File: src/rtl/pll_lock_sequencer.sv
`default_nettype none
// +----------------------------------------------------------------------------+
// | Module      : pll_lock_sequencer                                           |
// | Description : Power-up / recovery sequencer for an iCE40 SB_PLL40_CORE.    |
// |               Runs on the 12 MHz reference clock, drives RESETB/BYPASS,    |
// |               qualifies the asynchronous LOCK output and publishes a       |
// |               single clk_ready flag. Re-sequences the PLL on loss of lock, |
// |               lock timeout or a restart request, and keeps a saturating    |
// |               count of failed attempts.                                    |
// | Optional    : `define PLL_SEQ_BYPASS_FALLBACK_EN adds a terminal FAIL      |
// |               state that runs the fabric from refclk through the bypass    |
// |               after MAX_RETRIES failed attempts.                           |
// | Ports       : refclk      in  reference clock (sole clock)                 |
// |               rst_n       in  asynchronous active-low reset                |
// |               pll_lock    in  PLL LOCK, asynchronous to refclk             |
// |               restart     in  single-cycle request to re-sequence          |
// |               pll_resetb  out PLL RESETB (low holds PLL in reset)          |
// |               pll_bypass  out PLL BYPASS                                   |
// |               clk_ready   out PLL output qualified and usable              |
// |               pll_failed  out fallback taken                               |
// |               retry_count out failed attempts, saturates at 15             |
// | Revision    : 1.0 - initial release                                        |
// +----------------------------------------------------------------------------+
module pll_lock_sequencer #(
  parameter int RESET_CYCLES       = 16,
  parameter int LOCK_STABLE_CYCLES = 1024,
  parameter int LOCK_TIMEOUT       = 65535,
  parameter int MAX_RETRIES        = 3
) (
  input  logic       refclk,
  input  logic       rst_n,
  input  logic       pll_lock,
  input  logic       restart,
  output logic       pll_resetb,
  output logic       pll_bypass,
  output logic       clk_ready,
  output logic       pll_failed,
  output logic [3:0] retry_count
);

  // The stable counter only ever holds values up to LOCK_STABLE_CYCLES-1: the
  // cycle that would take it to LOCK_STABLE_CYCLES is the cycle that enters RUN.
  localparam int STABLE_W = (LOCK_STABLE_CYCLES > 1) ? $clog2(LOCK_STABLE_CYCLES) : 1;

  localparam logic [15:0]         RESET_LAST   = 16'(RESET_CYCLES - 1);
  localparam logic [15:0]         TIMEOUT_LAST = 16'(LOCK_TIMEOUT - 1);
  localparam logic [STABLE_W-1:0] STABLE_LAST  = STABLE_W'(LOCK_STABLE_CYCLES - 1);

  typedef enum logic [1:0] {
    ST_RESET     = 2'd0,
    ST_WAIT_LOCK = 2'd1,
    ST_RUN       = 2'd2,
    ST_FAIL      = 2'd3
  } state_t;

  state_t              state_q, state_d;
  logic                lock_meta_q, lock_meta_d;
  logic                lock_s_q, lock_s_d;
  // Shared phase counter: RESET hold length in RESET, lock timeout in WAIT_LOCK.
  logic [15:0]         phase_q, phase_d;
  logic [STABLE_W-1:0] stable_q, stable_d;
  logic [3:0]          retry_count_q, retry_count_d;
  logic                pll_resetb_q, pll_resetb_d;
  logic                clk_ready_q, clk_ready_d;
  logic                attempt_failed;
  logic [3:0]          retry_inc;
`ifdef PLL_SEQ_BYPASS_FALLBACK_EN
  logic                pll_bypass_q, pll_bypass_d;
  logic                pll_failed_q, pll_failed_d;
`endif

  always_comb begin
    lock_meta_d    = pll_lock;
    lock_s_d       = lock_meta_q;
    state_d        = state_q;
    phase_d        = phase_q;
    stable_d       = stable_q;
    retry_count_d  = retry_count_q;
    attempt_failed = 1'b0;
    retry_inc      = (retry_count_q == 4'hF) ? 4'hF : retry_count_q + 4'd1;

    case (state_q)
      ST_RESET: begin
        if (phase_q == RESET_LAST) begin
          state_d = ST_WAIT_LOCK;
          phase_d = '0;
        end else begin
          phase_d = phase_q + 16'd1;
        end
      end
      ST_WAIT_LOCK: begin
        phase_d  = phase_q + 16'd1;
        stable_d = lock_s_q ? stable_q + 1'b1 : '0;
        // Lock is tested first so it wins a tie with the timeout.
        if (lock_s_q && (stable_q == STABLE_LAST)) begin
          state_d  = ST_RUN;
          phase_d  = '0;
          stable_d = '0;
        end else if (phase_q == TIMEOUT_LAST) begin
          attempt_failed = 1'b1;
        end
      end
      ST_RUN: begin
        if (!lock_s_q) begin
          attempt_failed = 1'b1;
        end
      end
      ST_FAIL: begin
        // Terminal; only restart or rst_n leave it.
      end
      default: begin
        state_d = ST_RESET;
      end
    endcase

    if (attempt_failed) begin
      retry_count_d = retry_inc;
      state_d       = ST_RESET;
      phase_d       = '0;
      stable_d      = '0;
`ifdef PLL_SEQ_BYPASS_FALLBACK_EN
      if (int'(retry_inc) == MAX_RETRIES) begin
        state_d = ST_FAIL;
      end
`endif
    end

    // Restart overrides any simultaneous failure, so the count clears rather
    // than increments.
    if (restart) begin
      state_d       = ST_RESET;
      phase_d       = '0;
      stable_d      = '0;
      retry_count_d = '0;
    end

    // Outputs are registered images of the next state.
    pll_resetb_d = (state_d != ST_RESET);
    clk_ready_d  = (state_d == ST_RUN) || (state_d == ST_FAIL);
`ifdef PLL_SEQ_BYPASS_FALLBACK_EN
    pll_bypass_d = (state_d == ST_FAIL);
    pll_failed_d = (state_d == ST_FAIL);
`endif
  end

  always_ff @(posedge refclk or negedge rst_n) begin
    if (!rst_n) begin
      state_q       <= ST_RESET;
      lock_meta_q   <= 1'b0;
      lock_s_q      <= 1'b0;
      phase_q       <= '0;
      stable_q      <= '0;
      retry_count_q <= '0;
      pll_resetb_q  <= 1'b0;
      clk_ready_q   <= 1'b0;
`ifdef PLL_SEQ_BYPASS_FALLBACK_EN
      pll_bypass_q  <= 1'b0;
      pll_failed_q  <= 1'b0;
`endif
    end else begin
      state_q       <= state_d;
      lock_meta_q   <= lock_meta_d;
      lock_s_q      <= lock_s_d;
      phase_q       <= phase_d;
      stable_q      <= stable_d;
      retry_count_q <= retry_count_d;
      pll_resetb_q  <= pll_resetb_d;
      clk_ready_q   <= clk_ready_d;
`ifdef PLL_SEQ_BYPASS_FALLBACK_EN
      pll_bypass_q  <= pll_bypass_d;
      pll_failed_q  <= pll_failed_d;
`endif
    end
  end

  assign pll_resetb  = pll_resetb_q;
  assign clk_ready   = clk_ready_q;
  assign retry_count = retry_count_q;

`ifdef PLL_SEQ_BYPASS_FALLBACK_EN
  assign pll_bypass = pll_bypass_q;
  assign pll_failed = pll_failed_q;
`else
  // Without the fallback the block retries forever and both flags are tied
  // low. MAX_RETRIES has no effect; it is referenced here only so that both
  // builds share one parameter interface.
  if (MAX_RETRIES >= 0) begin : g_no_fallback
    assign pll_bypass = 1'b0;
    assign pll_failed = 1'b0;
  end else begin : g_no_fallback_neg
    assign pll_bypass = 1'b0;
    assign pll_failed = 1'b0;
  end
`endif

endmodule
`default_nettype wire

File: config.mk
export PLATFORM = sky130hd
export DESIGN_NAME = pll_lock_sequencer
export DESIGN_NICKNAME = d
export VERILOG_FILES = /design/src/rtl/pll_lock_sequencer.sv
export SDC_FILE = /design/constraint.sdc
export NUM_CORES = 1
export LEC_CHECK = 0
export ABC_AREA = 1
export CAP_MARGIN = 10
export CORE_MARGIN = 1.5
export CORE_UTILIZATION = 60
export CTS_CLUSTER_DIAMETER = 60
export CTS_CLUSTER_SIZE = 25
export DETAILED_ROUTE_END_ITERATION = 12
export GPL_ROUTABILITY_DRIVEN = 0
export HOLD_SLACK_MARGIN = 0.15
export PLACE_DENSITY = 0.76
export SYNTH_ARGS = -nofsm -noshare
export SYNTH_HDL_FRONTEND = slang
export SYNTH_SLANG_ARGS = --single-unit
File: constraint.sdc
create_clock -name refclk -period 1.9 [get_ports refclk]
set_input_delay 0.38 -clock refclk [delete_from_list [all_inputs] [get_ports refclk]]
set_output_delay 0.38 -clock refclk [all_outputs]
set_load 0.1 [all_outputs]
# Word-level counts from Yosys, hierarchy flattened
# Index checks and enable logic that the tools add are counted.
dict set report classes {
  n_addsub 3
  n_mul 0
  div_mod_pow 0
  magnitude_cmp 0
  n_eq_ne 8
  shift 0
  mux 22
  n_bitwise 0
  n_reduce_logical 7
}
# cell n
set op_table {}
lappend op_table {{16-bit 2-to-1 mux} 4}
lappend op_table {{10-bit 2-to-1 mux} 5}
lappend op_table {{16-bit case mux with 2 select lines} 1}
lappend op_table {{16-bit by 1-bit adder with 16-bit output, second input constant} 1}
lappend op_table {{16-bit == test, second input constant} 1}
lappend op_table {{16-bit by 4-bit == test with 1-bit output, second input constant} 1}
lappend op_table {{4-bit 2-to-1 mux} 3}
lappend op_table {{10-bit by 1-bit adder with 10-bit output, second input constant} 1}
lappend op_table {{10-bit == test, second input constant} 1}
lappend op_table {{2-bit 2-to-1 mux} 4}
lappend op_table {{2-bit == test, second input constant} 3}
lappend op_table {{4-bit by 1-bit adder with 4-bit output, second input constant} 1}
lappend op_table {{4-bit == test, second input constant} 1}
lappend op_table {{2-bit case mux with 2 select lines} 1}
lappend op_table {{2-bit nonzero test} 2}
lappend op_table {{4-bit nonzero test} 1}
lappend op_table {{1-bit 2-to-1 mux} 3}
lappend op_table {{3-bit nonzero test} 1}
lappend op_table {{2-bit by 1-bit == test with 1-bit output, second input constant} 1}
lappend op_table {{2-bit logical NOT} 1}
lappend op_table {{1-bit case mux with 2 select lines} 1}
lappend op_table {{1-bit logical AND} 1}
lappend op_table {{1-bit logical OR} 1}
dict set report totals {
  reg_bits 36
  latchBits 0
  ram_bits 0
  mem_bits_ro 0
  input_bits 4
  word_cells 48
  memories 0
}

# Longest topological paths before layout
# Gate-level depths: netlist of the first run.
dict set report depth {
  word_depth 8
  depth_mapped 14
}

# Least setup slack after synthesis of the first run
# No wires, ideal clock.
dict set report synth_timing {
  path_type {reg-to-reg}
  from {register retry_count_q[0] (netlist: retry_count[0])}
  to {register retry_count_q[2] (netlist: retry_count[2])}
  arrival_time_ps 1699
  path_slack_ps 133
  stages_incl_launch_ff 6
  path_buffers 0
  cell_sequence {dfrtp_1 > ha_1 > nand3_1 > a21oi_1 > nand2_1 > nand2_1}
}
dict set report synth_between {
  elab_chain_len 4
  elab_cells_between_ends 5
  classes_between {1 x add/sub; 1 x eq/ne; 3 x mux}
}
# element line
set synth_rtl {}
lappend synth_rtl {{from (decl)} 62} ;# logic [3:0] retry_count_q, retry_count_d;
lappend synth_rtl {{from (signal assigned)} 166} ;# retry_count_q <= retry_count_d;
lappend synth_rtl {{4-bit by 1-bit adder with 4-bit output / 4-bit == test (equally long branches)} 80} ;# retry_inc = (retry_count_q == 4'hF) ? 4'hF : retry_count_q + 4'd1;
lappend synth_rtl {{4-bit 2-to-1 mux (*)} 80}
lappend synth_rtl {{4-bit 2-to-1 mux (*)} 116} ;# if (attempt_failed) begin
lappend synth_rtl {{4-bit 2-to-1 mux (*)} 130} ;# if (restart) begin
# Mark *: on every way between the ends. The rest lies on a longest branch, timed or not. The select of a mux whose other input is x is not followed.
# A chain may end at the register's enable or synchronous reset.

# Final worst setup path of the first run
dict set report layout_timing {
  from {register state_q[1]}
  to {register stable_q[6]}
}
dict set report layout_between {
  elab_chain_len 4
  elab_cells_between_ends 6
  classes_between {2 x eq/ne; 3 x mux; 1 x reduce/logical}
}
# element line
set layout_rtl {}
lappend layout_rtl {{from (decl)} 56} ;# state_t state_q, state_d;
lappend layout_rtl {{from (signal assigned)} 161} ;# state_q <= state_d;
lappend layout_rtl {{2-bit == test / 2-bit by 1-bit == test with 1-bit output (equally long branches)} 82} ;# case (state_q)
lappend layout_rtl {{1-bit case mux with 2 select lines} 82}
lappend layout_rtl {{10-bit 2-to-1 mux} 116}
lappend layout_rtl {{10-bit 2-to-1 mux} 130}
lappend layout_rtl {{to (signal assigned)} 165} ;# stable_q <= stable_d;
lappend layout_rtl {{to (decl)} 61} ;# logic [STABLE_W-1:0] stable_q, stable_d;
# Parallel ways exist; a longest one is shown, timed or not.

==> summary.txt, run 1 <==
Floorplanning
  – Ports: 12
  – Core Region: 3689 µm²
  – Die ar.: 4273 µm²
  – Starting Density: 63.26%
  – Height of the die: 65.37 µm
  – # rows: 22
  – DIE WIDTH: 65.37 µm

Critical path
  – Top delay family on crit path: simple AND/OR/NAND/NOR gates
  – Arr. time, crit path: 1.94 ns
  – Top cell by count, worst path: nand2_1
  – Crit-path slowest cell: dfrtp_1
  – Critical path class: reg -> reg
  – CP Capture Type: flip-flop
  – CP startpoint kind: flip-flop
  – CP required: 2.07 ns
  – Crit-path cells: inv_1 > ha_4 > nand2_1 > nor2_1 > nand2_1 > nor2_1 > nand2_1 > nand2_2 > nand2_4 > nand2_4 > buf_12 > nor2_4
  – Worst-path maximum fanout: 9
  – Critical path buffers and inverters: 2
  – Slowest Stage Delay on Critical Path: 0.41 ns

Drt
  – Starting DRT DRC Count: 170
  – Via density: 5.285
  – Pre-antenna DRT Iters: 4
  – DRC: 0
  – WL final: 4820 µm
  – ANT nets after route: 0
  – Via Count: 2019
  – Per-cell routed wire length: 12.62 µm

Synthesis
  – Mapped Area: 2333 µm²
  – Register bit total from synthesis: 36
  – Post-Syn Area per Cell: 7.479 µm²
  – Synthesis Warnings: 0
  – Register area share after synthesis: 38.61%
  – Yosys cell types: 30
  – Cells after Synth: 312

STA
  – Pins Over Slew Limit: 0
  – Max Clk Rate: 0.5673 GHz
  – Unrepaired setup endpoints after global routing: false
  – Hold Vio Cnt, Final: 0
  – Setup ws final: 0.1372 ns
  – Crit share post-route: 92.78%
  – Min Clock Period, post-route: 1.763 ns
  – Setup Skew: 0.007539 ns
  – Final setup fails: 0

Placed design
  – Port bufs: 9
  – Post-DP HPWL: 3426 µm
  – Setup WS pre-CTS: -0.01006 ns
  – Area post-placement: 2561 µm²

Clock network
  – H-tree depth: 2
  – Root Driver: clkbuf_8
  – Inserted Clock Buffers: 5
  – CTS tree: yes
  – Post-CTS setup buffers: 0
  – Num Clock Sinks: 36
  – Clk slew on worst S/H paths: 0.08 ns
  – Worst skew pair latency: 0.29 ns
  – Clock buffer depth: 2

Pwr
  – Leak: 1.257 nW
  – Pwr Total: 1.684 mW
  – IR drop worst, VDD: 545.6 µV
  – Pwr dens: 624.1 nW/µm²

GRT
  – Largest net degree at the start of global routing: 37
  – GRT Overall Usage: 25.04%
  – Gr ovfl total: 0
  – Vias in the first global route: 1969
  – GRT Max-Usage Layer: met2
  – Initial antenna violation count: 0
  – Met2 usage: 41.33%
  – Met1 usage: 34.07%
  – Global-route wire length before repair: 8431 µm
  – Met3 GRT Util: 4.795%

Cells and area
  – Layout fillers: 306
  – Most common cell after layout, fill and taps aside: nand2_1
  – Area grow syn2layout: 15.60%
  – Share of layout cells above drive strength 1: 17.37%
  – Layout Nets: 344
  – ANT cells: 0
  – Final instance area: 2698 µm²
  – Most frequent cells in the layout: nand2_1 (93), nor2_1 (47), dfrtp_1 (36)
  – Final core occ: 73.13%

Outcome
  – Status: finished, final reports clean

Min path
  – HP Class: reg -> reg

Run
  – Max-Cap Viols: 0
## area by class of cell
| class | instances | area [µm²] | share of cell area (%) |
|---|---|---|---|
| timing repair buffer | 21 | 237.7 | 8.813 |
| inverter | 28 | 105.1 | 3.896 |
| clock buffer | 5 | 68.82 | 2.551 |
| sequential | 36 | 900.9 | 33.40 |
| clock inverter | 3 | 42.54 | 1.577 |
| multi-input combinational | 241 | 1282 | 47.54 |
| tap | 48 | 60.06 | 2.226 |
## cells in the mapped netlist
master	number	area share, %
o211ai_1	1	0.32
nand2_2	5	1.3
buf_6	1	0.48
xnor2_1	4	1.5
a31oi_1	1	0.27
nor2_2	1	0.27
o21ai_0	2	0.43
nand4_2	1	0.54
nor3_1	2	0.43
buf_12	1	0.86
nor3b_1	1	0.32
or2_2	1	0.27
a21oi_1	9	1.9
a21oi_4	1	0.70
nand3b_1	1	0.32
nand2_1	93	15
ha_1	7	3.8
buf_2	2	0.43
clkbuf_1	2	0.32
nand2_4	2	0.97
xor2_1	10	3.8
nand3_1	24	5.1
nor2_1	48	7.7
inv_1	28	4.5
a21oi_2	16	6.0
nand4_1	6	1.6
conb_1	1	0.16
buf_4	2	0.64
dfrtp_1	36	39
nor2_4	3	1.4
## metrics by stage
stage / std cells / hold WS (ns) / TNS, ns
after global placement: 373 / 0.3333 / 0
after detailed placement: 373 / 0.3372 / -0.03337
after floorplan: 313 / 0.08441 / 0
after CTS: 382 / 0.3575 / 0
final: 382 / 0.3584 / 0
after global routing: 382 / 0.3772 / 0
## worst register-to-register path: stages (launching register included)
cell and delay (ns):
dfrtp_1 0.41, inv_1 0.17, ha_4 0.18, nand2_1 0.06, nor2_1 0.08, nand2_1 0.05, nor2_1 0.11, nand2_1 0.08
nand2_2 0.11, nand2_4 0.09, nand2_4 0.12, buf_12 0.15, nor2_4 0.05
## routing by layer
metal	up-vias	wire, µm
met4	0	10
met2	28	2314
li1	1025	-
met5	-	0
met3	2	172
met1	964	2323
## cells by family after synthesis
| kind of cell | count (synthesis) | share of synthesized area [%] |
|---|---|---|
| buffers and inverters | 36 | 7.239 |
| other | 1 | 0.1607 |
| adder cells (fa/ha/maj) | 7 | 3.753 |
| AO/OA/AOI/OAI | 30 | 9.652 |
| flip-flops | 36 | 38.61 |
| AND/OR/NAND/NOR | 188 | 35.34 |
| XOR/XNOR | 14 | 5.254 |
## sequential cells by signal, indices dropped and copies added, names as in the netlist
| name | cells |
|---|---|
| retry_count | 4 |
| lock_meta_q | 1 |
| phase_q | 16 |
| clk_ready | 1 |
| state_q | 2 |
| pll_resetb | 1 |
| stable_q | 10 |
| lock_s_q | 1 |
## where the power goes
group | internal (mW) | switching (mW)
clock network | 0.388 | 0.283
registers | 0.781 | 0.0218
logic | 0.0691 | 0.140
## timing repair
action,CTS,global route
endpoints found under the setup margin,3,18
gates resized for setup,1,2
endpoints found under the hold margin,31,0
hold buffers,1,0
## final timing paths
path / from / end / slack [ns] / cells past startpoint
max: state_q[1] / stable_q[6] / 0.14 / 12
min: lock_meta_q / lock_s_q / 0.36 / 0
max reg2reg: state_q[1] / stable_q[6] / 0.14 / 12
min reg2reg: lock_meta_q / lock_s_q / 0.36 / 0
max in group asynchronous: rst_n / phase_q[1] / 0.91 / 3
min in group asynchronous: rst_n / stable_q[6] / 0.67 / 3
Power figures use the tool's default switching activity.
==> run 2, diff against run 1 <==
- CAP_MARGIN: 10 -> 20
==> results of run 2 <==
The final DEF is identical to that of run 1; final timing and power are the same.
==> run 3, diff against run 2 <==
- CORE_UTILIZATION: 60 -> 25
- CTS_BUF_LIST: unset -> sky130_fd_sc_hd__clkbuf_16
- PLACE_DENSITY: 0.76 -> 0.36
- TNS_END_PERCENT: unset -> 20
==> run 3 against run 2 <==
Utilization shrank 41 points. Global-route usage is 12 points lower. Sequential cell count unchanged. Critical path type is now in -> reg. Highest routed layer unchanged.
==> summary.txt, run 3 (synthesis gave the netlist of run 1 again) <==
Cells and area
  – Largest reg by FF count: phase_q
  – Max reg flops: 16 (unchanged)
  – Layout fillers: 992 (+220%)
  – Reg area: 900.9 µm² (unchanged)
  – Final core occ: 31.69% (-41 points)
  – ANT cells: 0 (unchanged)
  – Most frequent cells in the layout: nand2_1 (93), nor2_1 (47), dfrtp_1 (36)
  – Multi-input logic area: 1334 µm² (+4.0%)
  – Area grow syn2layout: 24.29%
  – Final instance area: 2900 µm² (+7.5%)
  – Layout Nets: 353 (+2.6%)
  – Share of layout cells above drive strength 1: 19.53% (+2.2 points)
  – Most common cell after layout, fill and taps aside: nand2_1

Clock network
  – Root Driver: clkbuf_16
  – Clk slew on worst S/H paths: 0.06 ns (-0.02 ns)
  – H-tree depth: 2 (unchanged)
  – Clock buffer depth: 2 (unchanged)
  – Inserted Clock Buffers: 5 (unchanged)
  – CTS tree: yes
  – Num Clock Sinks: 36 (unchanged)
  – Worst skew pair latency: 0.28 ns (about the same)

GRT
  – Initial antenna violation count: 0 (unchanged)
  – Gr ovfl total: 0 (unchanged)
  – GRT Overall Usage: 13.20% (-12 points)
  – Vias in the first global route: 2001 (+1.6%)
  – Global-route wire length before repair: 10140 µm (+20%)
  – Largest net degree at the start of global routing: 22 (-41%)

Critical path
  – R2R cell count: 8 (-4)
  – Reg2reg setup slack: 0.20 ns (+0.06 ns)
  – Slowest Stage Delay on Critical Path: 0.52 ns (+0.11 ns)
  – Reg2reg start: stable_q[1]
  – Arr. time, crit path: 1.93 ns (about the same)
  – CP required: 2.12 ns (+0.05 ns)
  – Worst-path maximum fanout: 9 (unchanged)
  – CP Capture Type: flip-flop
  – CP startpoint kind: primary input
  – Crit-path cells: clkdlybuf4s50_1 > inv_1 > o211ai_1 > inv_1 > nand2_1 > nand2_1
  – Crit-path slowest cell: inv_1
  – Critical path class: in -> reg
  – Reg2reg end: phase_q[6]

Drt
  – Pre-antenna DRT Iters: 4 (unchanged)
  – Via density: 4.381 (-17%)
  – Per-cell routed wire length: 13.38 µm (+6.1%)
  – WL final: 6076 µm (+26%)
  – Starting DRT DRC Count: 77 (-55%)
  – DRC: 0 (unchanged)
  – ANT nets after route: 0 (unchanged)
  – Via Count: 1989 (-1.5%)

STA
  – Crit share post-route: 90.04% (-2.7 points)
  – Max Clk Rate: 0.5846 GHz (+3.0%)
  – Total Neg Setup Slack: 0 ns (unchanged)
  – Unrepaired setup endpoints after global routing: false
  – Worst-margin pin slew: 0.6724 ns
  – Slew HR: 55.12%
  – Final setup fails: 0 (unchanged)
  – Setup Skew: 0.004960 ns (-0.002579 ns)
  – Hold Vio Cnt, Final: 0 (unchanged)
  – Pins Over Slew Limit: 0 (unchanged)
  – Min Clock Period, post-route: 1.711 ns (-0.05211 ns)

Min path
  – Hold path start: lock_meta_q
  – WHS Path Cells: 0 (unchanged)
  – Hold Path End: lock_s_q
  – HP Class: reg -> reg

Floorplanning
  – Ports: 12 (unchanged)
  – # rows: 35 (+59%)
  – Core Region: 9153 µm² (+150%)
  – DIE WIDTH: 99.61 µm (+52%)
  – Starting Density: 25.50% (-38 points)
  – Die ar.: 9922 µm² (+130%)
  – Height of the die: 99.61 µm (+52%)

Placed design
  – Post-DP HPWL: 4170 µm (+22%)
  – Area post-placement: 2685 µm² (+4.8%)
  – Port bufs: 9 (unchanged)

Pwr
  – IR drop worst, VDD: 301.4 µV (-45%)
  – Pwr Total: 1.838 mW (+9.2%)
  – Leak: 1.323 nW (+5.3%)
  – Pwr dens: 633.7 nW/µm² (+1.5%)

Outcome
  – Status: finished, final reports clean

Run
  – Max-Cap Viols: 0 (unchanged)
==> run 3: cell types whose count changed in the layout (fill, tap and decap cells not counted), moves of 2 or more <==
cell / previous run / this run
buf_4: 11 / 17
clkbuf_16: 0 / 5
nand2_8: 0 / 2
clkbuf_8: 5 / 0
==> run 3: stage by stage <==
stage / cells / setup WS, ns / hold slack (ns)
CTS: 452 / 0.01947 / 0.3506
finish: 454 / 0.1893 / 0.3476
global placement: 442 / -0.1609 / 0.3333
floorplan: 313 / 0.1334 / 0.08441
detailed placement: 442 / -0.1177 / 0.3371
global route: 454 / 0.03469 / 0.3514
==> run 3: worst max-delay path by stage <==
stage | cells after the start | slack (ns) | end | start
after floorplan | 5 | 0.13 | retry_count[2] | retry_count[0]
after global placement | 7 | -0.16 | phase_q[11] | state_q[1]
after detailed placement | 12 | -0.12 | retry_count[1] | state_q[1]
after CTS | 11 | 0.02 | phase_q[7] | state_q[1]
after global routing | 11 | 0.03 | pll_resetb | state_q[1]
final | 6 | 0.19 | stable_q[5] | restart
==> run 3: routing by layer <==
metal  share of wire [%]  track usage (%)  vias up
met4                 1.2            3.575        0
li1                    -                -     1046
met5                   0                0        -
met3                 2.1            2.319        7
met1                  49            17.18      918
met2                  48            22.55       18
==> run 3: worst max-delay path: cells and delay by family <==
family | cells | cell delay, ns
and+or+nand+nor | 2 | 0.17
buffers and inverters | 3 | 1.20
AOI/OAI and AO/OA | 1 | 0.17
==> run 3: area by class of cell <==
| class | count | share of cell area, % |
|---|---|---|
| Tap cell | 111 | 4.789 |
| Clock buffer | 5 | 4.314 |
| Sequential cell | 36 | 31.06 |
| Multi-Input combinational cell | 244 | 45.99 |
| Clock inverter | 3 | 0.4745 |
| Inverter | 28 | 3.624 |
| Timing Repair Buffer | 27 | 9.750 |
==> run 3: timing repair <==
| action | in CTS | in global routing |
|---|---|---|
| setup buffers | 0 | 0 |
| endpoints found under the setup margin | 22 | 34 |
| cloned | 1 | 2 |
| endpoints found under the hold margin | 18 | 0 |
| gates resized for setup | 2 | 4 |
| hold buffers | 1 | 0 |
==> run 3: power breakdown <==
part	switching, mW	total [mW]	internal (mW)	leakage (nW)
clock	0.329	0.806	0.477	0.0710
combinational	0.152	0.228	0.0760	0.759
sequential	0.0216	0.803	0.782	0.494
